File: src/rtl/clock_divider_bank.sv
// Bank of independent programmable clock dividers with a power-on reset sequencer.
// Each channel emits a one-cycle enable pulse and a near-50% square wave per period.
module clock_divider_bank #(
  parameter int unsigned NUM_CH      = 4,
  parameter int unsigned DIV_W       = 16,
  parameter int unsigned DEFAULT_DIV = 12,
  parameter int unsigned RESET_HOLD  = 255
) (
  input  logic                    osc48m,
  input  logic                    reset,
  input  logic [NUM_CH-1:0]       ch_enable,
  input  logic [NUM_CH-1:0]       div_load,
  input  logic [NUM_CH*DIV_W-1:0] div_value,
  input  logic                    sync,
  output logic [NUM_CH-1:0]       clk_en,
  output logic [NUM_CH-1:0]       clk_out,
  output logic [NUM_CH-1:0]       div_pending,
  output logic                    rst_out
);

  localparam int unsigned HOLD_W = 16;
  localparam int unsigned HALF_W = DIV_W + 1;

  typedef enum logic {
    ST_HOLD = 1'b0,
    ST_RUN  = 1'b1
  } seq_state_t;

  seq_state_t        state;
  seq_state_t        state_next;
  logic [HOLD_W-1:0] hold_cnt;
  logic [HOLD_W-1:0] hold_cnt_next;
  logic              rst_out_next;

  // Reset sequencer state register.
  always_ff @(posedge osc48m or negedge reset) begin
    if (!reset) begin
      state    <= ST_HOLD;
      hold_cnt <= '0;
      rst_out  <= 1'b1;
    end else begin
      state    <= state_next;
      hold_cnt <= hold_cnt_next;
      rst_out  <= rst_out_next;
    end
  end

  // Count hold cycles; drop rst_out on the edge the count reaches RESET_HOLD.
  always_comb begin
    state_next    = state;
    hold_cnt_next = hold_cnt;
    rst_out_next  = rst_out;
    case (state)
      ST_HOLD: begin
        hold_cnt_next = hold_cnt + HOLD_W'(1);
        rst_out_next  = 1'b1;
        if (hold_cnt_next == HOLD_W'(RESET_HOLD)) begin
          state_next   = ST_RUN;
          rst_out_next = 1'b0;
        end
      end
      ST_RUN: begin
        rst_out_next = 1'b0;
      end
      default: begin
        state_next   = ST_HOLD;
        rst_out_next = 1'b1;
      end
    endcase
  end

  genvar i;
  for (i = 0; i < NUM_CH; i++) begin : g_ch
    logic [DIV_W-1:0]  cnt;
    logic [DIV_W-1:0]  div;
    logic [DIV_W-1:0]  pend;
    logic              en_q;
    logic              out_q;
    logic              pending_q;
    logic [DIV_W-1:0]  cnt_next;
    logic [DIV_W-1:0]  div_next;
    logic [DIV_W-1:0]  pend_next;
    logic              en_next;
    logic              out_next;
    logic              pending_next;
    logic [DIV_W-1:0]  d_eff;
    logic [HALF_W-1:0] half;
    logic [DIV_W-1:0]  load_val;
    logic              run;
    logic              tc;
    logic              sync_hit;

    assign load_val       = div_value[i*DIV_W +: DIV_W];
    assign clk_en[i]      = en_q;
    assign clk_out[i]     = out_q;
    assign div_pending[i] = pending_q;

    // Channel next-state: counter wrap, divisor hand-over and output shaping.
    always_comb begin
      d_eff        = (div == '0) ? DIV_W'(1) : div;
      half         = ({1'b0, d_eff} + HALF_W'(1)) >> 1;
      run          = ch_enable[i] & ~rst_out;
      tc           = run & (cnt == (d_eff - DIV_W'(1)));
      sync_hit     = run & sync;
      cnt_next     = cnt;
      div_next     = div;
      pend_next    = pend;
      pending_next = pending_q;
      en_next      = tc;
      out_next     = run & ({1'b0, cnt} < half);

      if (!run || sync_hit || tc) begin
        cnt_next = '0;
      end else begin
        cnt_next = cnt + DIV_W'(1);
      end

      if (div_load[i]) begin
        pend_next    = load_val;
        pending_next = 1'b1;
      end

      // Period boundary (or sync): a same-cycle load takes priority over the held one.
      if (sync_hit || tc) begin
        if (div_load[i]) begin
          div_next     = load_val;
          pending_next = 1'b0;
        end else if (pending_q) begin
          div_next     = pend;
          pending_next = 1'b0;
        end
      end else if (!run && pending_q) begin
        div_next     = pend;
        pending_next = div_load[i];
      end
    end

    // Channel registers.
    always_ff @(posedge osc48m or negedge reset) begin
      if (!reset) begin
        cnt       <= '0;
        div       <= DIV_W'(DEFAULT_DIV);
        pend      <= DIV_W'(DEFAULT_DIV);
        en_q      <= 1'b0;
        out_q     <= 1'b0;
        pending_q <= 1'b0;
      end else begin
        cnt       <= cnt_next;
        div       <= div_next;
        pend      <= pend_next;
        en_q      <= en_next;
        out_q     <= out_next;
        pending_q <= pending_next;
      end
    end
  end

endmodule

File: config.mk
export PLATFORM = sky130hd
export DESIGN_NAME = clock_divider_bank
export DESIGN_NICKNAME = d
export VERILOG_FILES = /design/src/rtl/clock_divider_bank.sv
export SDC_FILE = /design/constraint.sdc
export NUM_CORES = 1
export LEC_CHECK = 0
export ABC_AREA = 1
export BUFFER_PORTS_ARGS = -buffer_cell sky130_fd_sc_hd__buf_2
export CELL_PAD_IN_SITES_DETAIL_PLACEMENT = 0
export CELL_PAD_IN_SITES_GLOBAL_PLACEMENT = 1
export CORE_ASPECT_RATIO = 0.6
export CORE_MARGIN = 1.5
export CORE_UTILIZATION = 49
export CTS_CLUSTER_SIZE = 24
export DETAILED_ROUTE_END_ITERATION = 10
export PLACE_DENSITY_LB_ADDON = 0.1
export SLEW_MARGIN = 15
export SYNTH_ARGS = -nofsm -noshare
export SYNTH_HDL_FRONTEND = slang
export SYNTH_SLANG_ARGS = --single-unit
File: constraint.sdc
create_clock -name osc48m -period 8.9 [get_ports osc48m]
set_input_delay 0.445 -clock osc48m [delete_from_list [all_inputs] [get_ports osc48m]]
set_output_delay 0.445 -clock osc48m [all_outputs]
set_load 0.01 [all_outputs]
# --- Word-level counts from Yosys, hierarchy flattened ---
# Cells that the tools add are included.
op_classes:
  add_sub_neg: 13
  bitwise_logic: 18
  order_cmp: 4
  n_mux: 48
  eq_ne: 9
  n_reduce_logical: 32
op_table:
  columns: ["cell", "n"]
  rows:
  - ["16-bit two-way mux", 24]
  - ["16-bit by 1-bit adder with 16-bit output (second input constant)", 5]
  - ["16-bit by 1-bit adder with 17-bit output (second input constant)", 4]
  - ["16-bit == test", 4]
  - ["16-bit zero test", 4]
  - ["16-bit < comparator", 4]
  - ["16-bit by 1-bit subtractor with 16-bit output (second input constant)", 4]
  - ["1-bit two-way mux", 23]
  - ["1-bit bitwise AND", 16]
  - ["16-bit by 8-bit == test with 1-bit output (second input constant)", 1]
  - ["1-bit logical OR", 12]
  - ["3-bit inequality test (second input constant)", 4]
  - ["2-bit AND reduction", 4]
  - ["2-bit nonzero test", 4]
  - ["1-bit logical AND", 4]
  - ["1-bit zero test", 4]
  - ["1-bit NOT", 2]
  - ["1-bit one-hot mux with 2 select lines", 1]
totals:
  output_inout_bits: 13
  wordCells: 151
  inputBits: 75
  reg_bits: 222

# --- Logic depth before layout (Yosys ltp) ---
# Gate-level depths: netlist (run 1).
depth:
  ltp_word: 8
  mapped_depth: 26
  ltp_nobuf: 24

# --- Least setup slack after synthesis (run 1) ---
# No wires, ideal clock.
synth_path:
  path_type: "reg2reg"
  startpoint: "register g_ch[3].div[2]"
  endpoint: "register g_ch[3].out_q"
  t_required_ps: 8806
  setup_time_ps: 94
  n_path_buf: 0
  path_stages_with_launch: 23
  slack_ps: 5936
  arrival_ps: 2870
  period_less_slack_ps: 2964
  path_cell_list: "dfstp_2 inv_2 nor2_1 inv_1 nor2_1 inv_1 nor2_1 inv_1 nor2_1 inv_1 nor2_1 nand2_1 nor3_2 nand2_1 nor2_1 nand3_1 xor2_1 ha_1 nand2_1 nor2_1 a211oi_1 o21ai_0 a211oi_1"
synth_via:
  elab_chain_len: 5
synth_rtl:
  columns: ["element", "line_no", "source"]
  rows:
  - ["start, declared", "75", "logic [DIV_W-1:0] div;"]
  - ["start signal, assigned", "142", "div <= DIV_W'(DEFAULT_DIV);"]
  - ["start signal, assigned", "149", "div <= div_next;"]
  - ["16-bit zero test", "100", "d_eff = (div == '0) ? DIV_W'(1) : div;"]
  - ["16-bit two-way mux *", "100", null]
  - ["16-bit by 1-bit adder with 17-bit output *", "101", "half = ({1'b0, d_eff} + HALF_W'(1)) >> 1;"]
  - ["16-bit < comparator *", "110", "out_next = run & ({1'b0, cnt} < half);"]
  - ["1-bit bitwise AND *", "110", null]
  - ["net g_ch[3].out_next", "84", "logic out_next;"]
  - ["end signal, assigned", "152", "out_q <= out_next;"]
  - ["end, declared", "78", "logic out_q;"]
# Mark *: on every way through the listed nets, which the timed path passes. The rest lies on a longest branch.
# A chain may end at the register's enable or synchronous reset.

# --- Final worst setup path (run 1) ---
layout_path:
  startpoint: "register g_ch[3].div[11]"
  endpoint: "register g_ch[3].div[12]"
layout_via:
  elab_chain_len: 8
  word_cells_on_any_way: 10
  classes_between: "1 x add/sub; 2 x eq/ne; 2 x mux; 1 x bitwise; 4 x reduce/logical"
layout_rtl:
  columns: ["element", "line_no", "source"]
  rows:
  - ["16-bit zero test", "100", null]
  - ["16-bit two-way mux *", "100", null]
  - ["16-bit by 1-bit subtractor with 16-bit output *", "103", "tc = run & (cnt == (d_eff - DIV_W'(1)));"]
  - ["16-bit == test *", "103", null]
  - ["1-bit bitwise AND *", "103", null]
  - ["1-bit logical OR *", "124", "if (sync_hit || tc) begin"]
  - ["3-bit inequality test (no line) or 2-bit nonzero test (tied branches)", null, null]
  - ["2-bit AND reduction (no line)", null, null]
# Mark *: on every way between the ends. The rest lies on a longest branch, timed or not.

==> reports/qor_table.md, run 1 <==
| Parameter | This run | Unit |
|:---|:---|:---|
| Setup-violating endpoint count in the final report | 0 | - |
| Postcts setup bufs | 0 | - |
| Type of the worst min-delay path | input pin to async pin | - |
| Main synth FF type | dfrtp_1 | - |
| Quantity of hold-fixing buffers added after cts | 0 | - |
| IR Drop Worst-Case VDD | 0.121 | mV |
| Critical-path cell list | nor2_1 > nand2_1 > nor2_1 > a21oi_1 > ha_1 > nand2_1 > nor2_1 > nand2_1 > nand2_1 > nand2_1 > nand2_1 > nand3_1 > nor2_1 > nand3_1 > nor2_1 > nand3_2 > nand2_2 > nand2_1 > nand2_2 > nand2_1 > nand2_1 | - |
| Final antenna-violating net count | 0 | - |
| Violated checks | hold timing | - |
| Result of the run | finished with violations | - |
| Clock root buffer master | clkbuf_16 | - |
| Number of design rule violations left after detail routing | 0 | - |
| Relative slew slack | 40.3 | % |
| CP max stage delay | 0.47 | ns |
| Seq cells post-synth | 222 | - |
| # clock sinks | 222 | - |
| Setup Crit Path Kind | register to register | - |
| Initial antenna violation count | 0 | - |
| Iteration-0 DRC count of the detailed router | 1208 | - |
| Post-synth design cell area | 15200 | um^2 |
| Largest buffer count on any clock path | 3 | - |
| Crit path DAT | 4.48 | ns |
| Distinct cells, synth | 43 | - |
| Post-detailed-route via-to-cell ratio | 5.14 | - |
| Maximum number of pins on one net before global-route repair | 111 | - |
| Cell with the largest stage delay on the worst path | dfrtp_1 | - |
| Placer Congestion | 0.892 | - |
| Clock transition at the register clock pins on the worst setup and hold paths after CTS | 0.06 | ns |
| Final worst hold slack | -0.0330 | ns |
| Initial core utilization | 50.2 | % |
| Clock insertion delay at the later pin of the skew report | 0.54 | ns |
| Proportion of layout cells with a drive suffix above 1 | 9.23 | % |
| Wire length of the first global-routing pass | 65300 | um |
| Cell row count | 49 | - |
| Static Leakage | 8.56 | nW |
| Worst-path maximum fanout | 20 | - |
| Skew final | 0.00850 | ns |
| Number of hold violations in the final report | 20 | - |
| R2R depth | 21 | - |
| RSZ-0062 raised after global routing | no | - |
| CTS resizes | 0 | - |
| Total Die Area | 32100 | um^2 |
| Total of fill cells in the finished design | 2986 | - |
| Worst EP required | 9.37 | ns |
| Startpoint of the lowest-slack register-to-register path | g_ch[3].div[11] | - |
| Fin. max-slew vios | 0 | - |
| Fmax achieved | 250 | MHz |
| IO Count | 88 | - |
| Sequential power share | 43.2 | % |
| Fraction of registers with async set or reset after synthesis | 100 | % |
| Core Util, Final | 54.9 | % |
| Total Neg Setup Slack | 0 | ns |
| Number of antenna cells inserted | 0 | - |
| Clock share of power | 38.5 | % |
| DP HPWL | 29200 | um |
| Minimum clock period after layout | 4.00 | ns |
| Number of synthesized flops with an enable pin | 0 | - |
| Power density over cell area | 163 | nW/um^2 |
| Leading cell type in the layout, fill and taps excluded | nand2_1 | - |
| Number of warning messages in the yosys log | 0 | - |
| Logic gate share of total power | 18.3 | % |
| Core box area | 30200 | um^2 |
| Share of the clock period used by the worst path | 45.0 | % |
| TritonCTS clock tree | yes | - |
| Most numerous cell on the critical path | nand2_1 | - |
| Post-synth net total | 2341 | - |
| Mean area per synthesized cell | 6.91 | um^2 |
| NetSw | 841 | uW |
| Proportion of synthesized chip area in sequential cells | 36.7 | % |
| Maximum capacitance violations | 0 | - |
| Cell count after synthesis | 2196 | - |
| Die width | 230 | um |
| Area of placed instances | 15800 | um^2 |
| Power consumption | 2.71 | mW |
| Startpoint type of the worst setup path | register | - |
| Via count | 13700 | - |
| Layout Area Growth over Synthesis | 9.30 | % |
| Y dimension of the die | 139 | um |
| Detailed-router iteration count before antenna repair | 5 | - |
| Total Routed Length | 39200 | um |
| Number of buffer cells added on primary ports | 87 | - |
| Crit. End Element | register | - |
| Pre-CTS setup slack | 5.01 | ns |
| Post-route cell area | 16600 | um^2 |
| Slew of the pin with the lowest slew margin | 0.896 | ns |
| Grt total ovfl | 0 | - |
| Layout net count | 2393 | - |
| Sw Ratio | 31.1 | % |
| Most frequent cells in the layout | nand2_1, dfrtp_1, nor2_1 | - |
| Capturing point of the worst reg2reg path | g_ch[3].div[12] | - |
| Aggregate global-route resource usage | 24.6 | % |
| Worst-case setup margin in the final layout | 4.90 | ns |
| Number of global-route vias before repair | 12800 | - |
| R2r setup slk | 4.90 | ns |
| H-Tree Level Count | 1 | - |
| Number of CTS-inserted buffers | 24 | - |
| Routed length per placed instance | 14.7 | um |
| Total internal power | 1.86 | mW |
==> through the flow <==
step / hold slack [ns] / std cells
after floorplan: 0.149 / 2196
after global placement: 0.470 / 2630
after detailed placement: 0.473 / 2630
after CTS: 0.00264 / 2673
after global routing: 0.0379 / 2673
final: -0.0330 / 2673
==> worst max-delay path by stage <==
stage                                  to       startpoint  slack (ns)  depth (start not counted)
after floorplan             g_ch[3].out_q   g_ch[3].div[2]        5.94                         22
after global placement    g_ch[1].div[15]   g_ch[1].div[4]        5.18                         23
after detailed placement  g_ch[3].div[13]  g_ch[3].div[11]        5.01                         21
after CTS                 g_ch[3].div[13]  g_ch[3].div[11]        5.00                         21
after global routing       g_ch[3].div[0]  g_ch[3].div[11]        4.46                         21
final                     g_ch[3].div[12]  g_ch[3].div[11]        4.90                         21
==> worst max-delay path, delay by kind of cell (launching register included) <==
| kind | cells | cell delay (ns) |
|---|---|---|
| and+or+nand+nor | 19 | 2.86 |
| DFF | 1 | 0.47 |
| adders and majority gates | 1 | 0.26 |
| AOI/OAI and AO/OA | 1 | 0.35 |
==> metal layers <==
layer  global-route usage, %  wire (um)  up-vias
li1                        -          -     7046
met1                    41.0      21300     6353
met2                    33.1      15100      300
met3                    3.50       2290       37
met4                    4.54        614        0
met5                       0          0        -
==> power groups by stage <==
stage	logic (mW)	clock network, mW	registers [mW]
detailed placement	0.490	0	1.19
CTS	0.493	1.06	1.17
finish	0.494	1.04	1.17
global route	0.571	1.10	1.18
global placement	0.483	0	1.18
floorplan	0.384	0	1.15
==> Yosys cell counts (5+ instances only) <==
master | number | share of area [%]
nor2_2 | 11 | 0.45
clkinv_1 | 5 | 0.12
nand3_2 | 10 | 0.66
xor2_1 | 65 | 3.8
or2_2 | 9 | 0.37
ha_1 | 70 | 5.8
nor2_1 | 196 | 4.8
nand3_1 | 167 | 5.5
a211oi_1 | 10 | 0.49
buf_2 | 21 | 0.69
a21boi_0 | 5 | 0.25
o21ai_0 | 39 | 1.3
dfstp_2 | 17 | 2.9
nand2_4 | 5 | 0.37
nand2_2 | 15 | 0.62
dfrtp_1 | 205 | 34
nor4_1 | 7 | 0.29
xnor2_1 | 32 | 1.8
nand2_1 | 895 | 22
a21oi_1 | 50 | 1.6
nor3b_1 | 24 | 1.2
inv_1 | 189 | 4.7
nor3_1 | 36 | 1.2
clkbuf_1 | 19 | 0.47
buf_4 | 19 | 0.94
nand4_1 | 35 | 1.4
o211ai_1 | 8 | 0.40
==> sequential cells by signal (all words and copies together) (netlist names) <==
signal,count
g_ch.cnt,64
g_ch.div,64
g_ch.en_q,4
g_ch.out_q,4
g_ch.pend,64
g_ch.pending_q,4
hold_cnt,16
rst_out,1
state,1
==> logic make-up (layout without fill, tap and decap cells) <==
kind of cell / after synthesis / after routing / synth area share, %
flip-flops: 222 / 222 / 36.7
AND/OR/NAND/NOR: 1427 / 1427 / 40.1
buffers and inverters: 262 / 331 / 7.33
adder cells (fa/ha/maj): 70 / 70 / 5.77
AO/OA/AOI/OAI: 117 / 117 / 4.32
XOR/XNOR: 98 / 98 / 5.75
==> area by class of cell <==
class | instances | area, um^2 | share of cell area, %
sequential | 222 | 5580 | 33.6
clock inverter | 10 | 106 | 0.641
tap | 408 | 510 | 3.08
multi-input combinational | 1712 | 8490 | 51.2
clock buffer | 33 | 696 | 4.19
timing repair buffer | 90 | 468 | 2.82
inverter | 198 | 743 | 4.48
(Power assumes the default switching activity.)
==> inputs of run 2 (changes only) <==
- ABC_AREA: 1 -> 0
- clock period: 8.9 -> 4.2 ns (I/O delays scaled with it)
==> run 2 against run 1 <==
Effect of this change:
- the run now ends clean
- non-clock buffer count is 143 higher
- wire length is 7.5% lower
- maximum frequency hardly changed
- highest routed layer unchanged
- critical path depth is 7 lower
- critical path type unchanged
- core utilization is 4.3 points higher
- first-iteration DRC count is 31% lower
- register-to-register slack worse by 4.7 ns
- sequential cell count stayed put
- count of clock-buffer cells in the layout is 5 higher
- sequential share of layout area is 1.1 points lower
==> reports/qor_table.md, run 2 <==
| Parameter | This run | Unit |
|:---|:---|:---|
| Total Die Area | 30700 | um^2 |
| Setup Crit Path Kind | register to register | - |
| Mean area per synthesized cell | 9.62 | um^2 |
| Number of warning messages in the yosys log | 0 | - |
| R2R depth | 14 | - |
| Static Leakage | 7.56 | nW |
| Final worst hold slack | 0.104 | ns |
| Core box area | 28900 | um^2 |
| Clock insertion delay at the later pin of the skew report | 0.54 | ns |
| Cell with the largest stage delay on the worst path | dfstp_2 | - |
| Total Routed Length | 36300 | um |
| Pre-CTS setup slack | -0.0632 | ns |
| Startpoint type of the worst setup path | register | - |
| IR Drop Worst-Case VDD | 0.279 | mV |
| Setup-violating endpoint count in the final report | 0 | - |
| Power density over cell area | 333 | nW/um^2 |
| Y dimension of the die | 136 | um |
| Worst-case setup margin in the final layout | 0.197 | ns |
| Power consumption | 5.69 | mW |
| Leading post-synthesis cells by instance count | dfrtp_1, nor2_1, xnor2_1 | - |
| Post-synth design cell area | 14500 | um^2 |
| Fmax achieved | 250 | MHz |
| CP max stage delay | 0.54 | ns |
| Routed length per placed instance | 17.3 | um |
| Main synth FF type | dfrtp_1 | - |
| Post-detailed-route via-to-cell ratio | 5.46 | - |
| Most numerous cell on the critical path | mux2_4 | - |
| Skew final | 0.0186 | ns |
| Worst-path maximum fanout | 16 | - |
| Crit. End Element | register | - |
| Clock transition at the register clock pins on the worst setup and hold paths after CTS | 0.07 | ns |
| Result of the run | finished, final reports clean | - |
| TritonCTS clock tree | yes | - |
| Number of global-route vias before repair | 11100 | - |
| Fraction of synthesized cell area taken by the top area cell type | 35.3 | % |
| Layout net count | 1820 | - |
| Fin. max-slew vios | 0 | - |
| Cell with the most instances after synthesis | dfrtp_1 | - |
| Share of the clock period used by the worst path | 95.3 | % |
| DP HPWL | 26300 | um |
| Startpoint of the lowest-slack register-to-register path | g_ch[0].div[3] | - |
| Cell depth of the worst hold path | 5 | - |
| RSZ-0062 raised after global routing | no | - |
| Proportion of synthesized chip area in sequential cells | 38.4 | % |
| Wire length of the first global-routing pass | 59000 | um |
| Worst EP required | 4.62 | ns |
| Cell count after synthesis | 1511 | - |
| Maximum capacitance violations | 0 | - |
| Family of cells with the greatest summed delay on the critical path | simple AND/OR/NAND/NOR gates | - |
| Most frequent cells in the layout | dfrtp_1, nor2_1, xnor2_1 | - |
| R2r setup slk | 0.20 | ns |
| Type of the worst min-delay path | input pin to register | - |
| # clock sinks | 222 | - |
| Cell row count | 48 | - |
| Maximum number of pins on one net before global-route repair | 100 | - |
| Seq cells post-synth | 222 | - |
| Distinct cells, synth | 79 | - |
| Detailed-router iteration count before antenna repair | 5 | - |
| H-Tree Level Count | 1 | - |
| Number of synthesized flops with an enable pin | 0 | - |
| Placer Congestion | 0.902 | - |
| Initial antenna violation count | 0 | - |
| Proportion of layout cells with a drive suffix above 1 | 20.4 | % |
| Leading cell type in the layout, fill and taps excluded | dfrtp_1 | - |
| Via count | 11400 | - |
| Critical-path cell list | nor3_2 > and4_1 > a31oi_1 > ha_2 > or4b_4 > or4_1 > o311ai_0 > a41o_1 > nand3_1 > a2111oi_4 > nor2_2 > buf_6 > mux2_4 > mux2_4 | - |
| Origin of the worst min-delay path | ch_enable[3] | - |
| Iteration-0 DRC count of the detailed router | 828 | - |
| Number of hold violations in the final report | 0 | - |
| Number of design rule violations left after detail routing | 0 | - |
| Relative slew slack | 48.0 | % |
| Layout Area Growth over Synthesis | 17.9 | % |
| Grt total ovfl | 0 | - |
| Final antenna-violating net count | 0 | - |
| Most area-consuming cells after synthesis | dfrtp_1, mux2_2, xnor2_1 | - |
| Hold worst-path end | g_ch[3].out_q | - |
| Number of buffer cells added on primary ports | 87 | - |
| Aggregate global-route resource usage | 24.1 | % |
| Cell type contributing the most total cell area after synthesis | dfrtp_1 | - |
| Crit path DAT | 4.43 | ns |
| Post-synth net total | 1656 | - |
| Cell Count Post-Placement | 1981 | - |
| Slew of the pin with the lowest slew margin | 0.780 | ns |
| Total Neg Setup Slack | 0 | ns |
| Largest buffer count on any clock path | 3 | - |
| Capturing point of the worst reg2reg path | g_ch[0].div[14] | - |
| Combined buffer and inverter count along the critical path | 1 | - |
| Final non-filler cell total | 2092 | - |
| Largest registers | g_ch.cnt: 64 flops, g_ch.div: 64 flops, g_ch.pend: 64 flops | - |
| Number of CTS-inserted buffers | 23 | - |
| Number of antenna cells inserted | 0 | - |
| Die width | 225 | um |
| IO Count | 88 | - |
| Fraction of registers with async set or reset after synthesis | 100 | % |
| Clock root buffer master | clkbuf_16 | - |
| Minimum clock period after layout | 4.00 | ns |
| Initial core utilization | 50.2 | % |
-- run 2: where the power goes --
part | switching (mW) | internal (mW) | total, mW
sequential | 0.140 | 2.31 | 2.45
combinational | 0.637 | 0.576 | 1.21
clock | 0.882 | 1.15 | 2.04
total | 1.66 | 4.04 | 5.69
-- run 2: tightest hold or removal path, delay by kind of cell --
kind                   cells  cell delay [ns]
and+or+nand+nor            3             0.23
buffers and inverters      1             0.10
AOI/OAI and AO/OA          1             0.07
-- run 2: timing repair --
action	4_1_cts	5_1_grt
hold endpoints to repair	155	0
setup endpoints to repair	11	36
setup buffers	3	1
hold buffers	65	0
pin swaps	1	1
gates resized for setup	0	10
-- run 2: worst max path at each step --
stage / startpoint / endpoint / slack (ns) / depth (start not counted)
final: g_ch[0].div[3] / g_ch[0].div[14] / 0.20 / 14
after global routing: g_ch[0].div[3] / g_ch[0].div[14] / 0.007 / 14
after CTS: g_ch[0].div[3] / g_ch[0].div[14] / 0.06 / 14
after detailed placement: g_ch[0].div[3] / g_ch[0].div[4] / -0.06 / 13
after global placement: g_ch[0].div[2] / g_ch[0].div[0] / 0.05 / 13
after floorplan: g_ch[0].div[2] / g_ch[0].div[10] / 0.05 / 16
-- run 2: kinds of logic (layout without fill, tap and decap cells) --
kind of cell | count (synthesis) | after routing | synth area share [%]
AO/OA/AOI/OAI | 235 | 235 | 11.4
AND/OR/NAND/NOR | 512 | 512 | 18.0
buffers and inverters | 153 | 334 | 4.64
adder cells (fa/ha/maj) | 71 | 71 | 6.10
flip-flops | 222 | 222 | 38.4
XOR/XNOR | 183 | 183 | 11.0
multiplexers | 135 | 135 | 10.5
-- run 2: cell type report --
class,instances,area (um^2)
clock buffer,38,712
clock inverter,4,23.8
fill,2548,11800
inverter,59,221
multi-input combinational,1136,8320
sequential,222,5580
tap,400,500
timing repair buffer,233,1770
-- run 2: layer usage --
layer / global-route usage, % / up-vias / wire (um)
met3: 4.28 / 47 / 1710
met2: 34.0 / 229 / 14400
met4: 5.78 / 0 / 843
met1: 37.5 / 5462 / 19400
li1: - / 5674 / -
met5: 0 / - / 0
-- run 2: stage by stage --
step	utilization (%)	instance area, um^2
after floorplan	-	14500
after global placement	54.1	15700
after detailed placement	54.1	15700
after CTS	59.0	17100
after global routing	59.2	17100
final	59.2	17100
==> inputs of run 3 (changes only) <==
- ABC_AREA: 0 -> 1
- CORE_UTILIZATION: 49 -> 45
- RECOVER_POWER: not set -> 50
- clock period: 4.2 -> 3.8 ns (I/O delays scaled with it)
==> run 3 against run 2 <==
Effect of this change:
- the run now ends with capacitance limit, slew limit left
- maximum frequency grew 12%
- clock skew shrank 0.0051 ns
- combinational power about the same
- via count is 22% higher
- final area up 2.2%
- largest cell class unchanged
==> reports/qor_table.md, run 3 (synthesized netlist as in run 1, its figures left out) <==
| Parameter | This run | Unit |
|:---|:---|:---|
| Total of fill cells in the finished design | 3247 | - |
| Minimum clock period after layout | 3.57 | ns |
| Maximum capacitance violations | 1 | - |
| Sw Ratio | 30.3 | % |
| Routed length per placed instance | 14.2 | um |
| CP max stage delay | 0.56 | ns |
| Number of buffer cells added on primary ports | 87 | - |
| Number of CTS-inserted buffers | 24 | - |
| Cell with the largest stage delay on the worst path | dfstp_2 | - |
| Clock root buffer master | clkbuf_16 | - |
| Crit. End Element | register | - |
| Static Leakage | 8.90 | nW |
| Most frequent cells in the layout | nand2_1, dfrtp_1, nor2_1 | - |
| Clock transition at the register clock pins on the worst setup and hold paths after CTS | 0.07 | ns |
| Share of the clock period used by the worst path | 93.9 | % |
| Iteration-0 DRC count of the detailed router | 762 | - |
| Final non-filler cell total | 2796 | - |
| Violated checks | capacitance limit, slew limit | - |
| Levels on crit path | 22 | - |
| Die width | 240 | um |
| Total internal power | 4.52 | mW |
| Cell row count | 51 | - |
| NetSw | 1.97 | mW |
| Setup Crit Path Kind | register to register | - |
| Power density over cell area | 370 | nW/um^2 |
| Startpoint type of the worst setup path | register | - |
| Via count | 14000 | - |
| Most numerous cell on the critical path | nor2_1 | - |
| Slew of the pin with the lowest slew margin | 3.13 | ns |
| Type of the worst min-delay path | input pin to register | - |
| Final antenna-violating net count | 0 | - |
| Crit path DAT | 4.00 | ns |
| Placer Congestion | 0.893 | - |
| Fmax achieved | 280 | MHz |
| Layout Area Growth over Synthesis | 15.3 | % |
| Cell depth of the worst hold path | 3 | - |
| Cell Count Post-Placement | 2687 | - |
| Largest registers | g_ch.cnt: 64 flops, g_ch.div: 64 flops, g_ch.pend: 64 flops | - |
| Number of hold violations in the final report | 0 | - |
| Clock share of power | 38.9 | % |
| Worst-path maximum fanout | 5 | - |
| Post-route cell area | 17500 | um^2 |
| Total Routed Length | 39700 | um |
| Grt total ovfl | 0 | - |
| Leading cell type in the layout, fill and taps excluded | nand2_1 | - |
| Initial core utilization | 46.3 | % |
| Critical-path cell list | inv_2 > nor2_1 > inv_1 > nor2_1 > inv_1 > nor2_1 > inv_1 > nor2_1 > inv_1 > nor2_1 > nand2_1 > nor3_4 > nand2_1 > nor2_1 > nand3_1 > xor2_1 > ha_1 > nand2_1 > nor2_1 > a211oi_1 > o21ai_1 > a211oi_2 | - |
| Combined buffer and inverter count along the critical path | 5 | - |
| # clock sinks | 222 | - |
| Initial antenna violation count | 0 | - |
| Largest buffer count on any clock path | 3 | - |
| Number of design rule violations left after detail routing | 0 | - |
| Maximum number of pins on one net before global-route repair | 120 | - |
| Setup-violating endpoint count in the final report | 0 | - |
| TritonCTS clock tree | yes | - |
| Post-detailed-route via-to-cell ratio | 5.00 | - |
| Clock insertion delay at the later pin of the skew report | 0.54 | ns |
| Detailed-router iteration count before antenna repair | 5 | - |
| Number of global-route vias before repair | 13500 | - |
| RSZ-0062 raised after global routing | yes | - |
| Aggregate global-route resource usage | 23.5 | % |
| Relative slew slack | -108 | % |
| Wire length of the first global-routing pass | 67600 | um |
| Y dimension of the die | 145 | um |
| Number of antenna cells inserted | 0 | - |
| Core box area | 32800 | um^2 |
| Layout net count | 2473 | - |
| H-Tree Level Count | 1 | - |
| Logic gate share of total power | 19.0 | % |
| IR Drop Worst-Case VDD | 0.284 | mV |
| IO Count | 88 | - |
| Sequential power share | 42.1 | % |
| Final worst hold slack | 0.0514 | ns |
| Total Die Area | 34900 | um^2 |
| DP HPWL | 29700 | um |
| Worst EP required | 4.23 | ns |
| Family of cells with the greatest summed delay on the critical path | simple AND/OR/NAND/NOR gates | - |
| Proportion of layout cells with a drive suffix above 1 | 9.21 | % |
| Fin. max-slew vios | 119 | - |
| R2R depth | 22 | - |
| Area of placed instances | 16000 | um^2 |
| Skew final | 0.0135 | ns |
| Result of the run | finished with violations | - |
-- run 3: layout make-up --
type | count | area [um^2] | share of cell area, %
Sequential cell | 222 | 5580 | 31.9
Timing Repair Buffer | 170 | 1210 | 6.92
Clock inverter | 9 | 128 | 0.729
Tap cell | 450 | 563 | 3.22
Clock buffer | 35 | 713 | 4.07
Inverter | 198 | 743 | 4.25
Multi-Input combinational cell | 1712 | 8570 | 49.0
-- run 3: power groups by stage --
stage / logic, mW / clock network (mW) / registers [mW]
after floorplan: 0.899 / 0 / 2.69
after global placement: 1.16 / 0 / 2.76
after detailed placement: 1.17 / 0 / 2.77
after CTS: 1.23 / 2.60 / 2.73
after global routing: 1.43 / 2.70 / 2.76
final: 1.23 / 2.52 / 2.73
-- run 3: final timing paths --
kind,from,end,slack (ns)
max,g_ch[3].div[2],g_ch[3].out_q,0.23
min,ch_enable[2],g_ch[2].out_q,0.05
max reg2reg,g_ch[3].div[2],g_ch[3].out_q,0.23
min reg2reg,g_ch[0].pend[2],g_ch[0].pend[2],0.48
max in group asynchronous,reset,g_ch[3].pend[12],0.74
min in group asynchronous,reset,g_ch[0].pend[13],1.21
-- run 3: per-layer routing --
layer,up-vias,track usage [%],part of all wire (%)
li1,7232,-,-
met1,6439,37.6,54
met2,262,33.5,40
met3,41,3.08,4.5
met4,0,3.99,1.7
met5,-,0,0
-- run 3: metrics by stage --
| stage | TNS [ns] | utilization, % | setup WS, ns | power, mW |
|---|---|---|---|---|
| finish | 0 | 53.4 | 0.233 | 6.48 |
| global route | -0.171 | 53.4 | -0.137 | 6.88 |
| floorplan | 0 | - | 0.836 | 3.59 |
| global placement | 0 | 48.7 | 0.197 | 3.92 |
| detailed placement | 0 | 48.7 | 0.0879 | 3.94 |
| CTS | 0 | 53.2 | 0.0661 | 6.56 |
-- run 3: timing repair --
item / 4_1_cts / 5_1_grt
hold endpoints to repair: 171 / 0
buffers inserted: 0 / 0
hold buffers: 65 / 0
setup endpoints to repair: 0 / 31
gates resized for setup: 0 / 19
-- run 3: worst reg2reg max path: stages (launching register included) --
cell and delay [ns]:
dfstp_2 0.56, inv_2 0.06, nor2_1 0.09, inv_1 0.07, nor2_1 0.09, inv_1 0.07, nor2_1 0.09, inv_1 0.08
nor2_1 0.15, inv_1 0.08, nor2_1 0.13, nand2_1 0.17, nor3_4 0.24, nand2_1 0.14, nor2_1 0.19, nand3_1 0.13
xor2_1 0.17, ha_1 0.30, nand2_1 0.07, nor2_1 0.05, a211oi_1 0.19, o21ai_1 0.16, a211oi_2 0.20
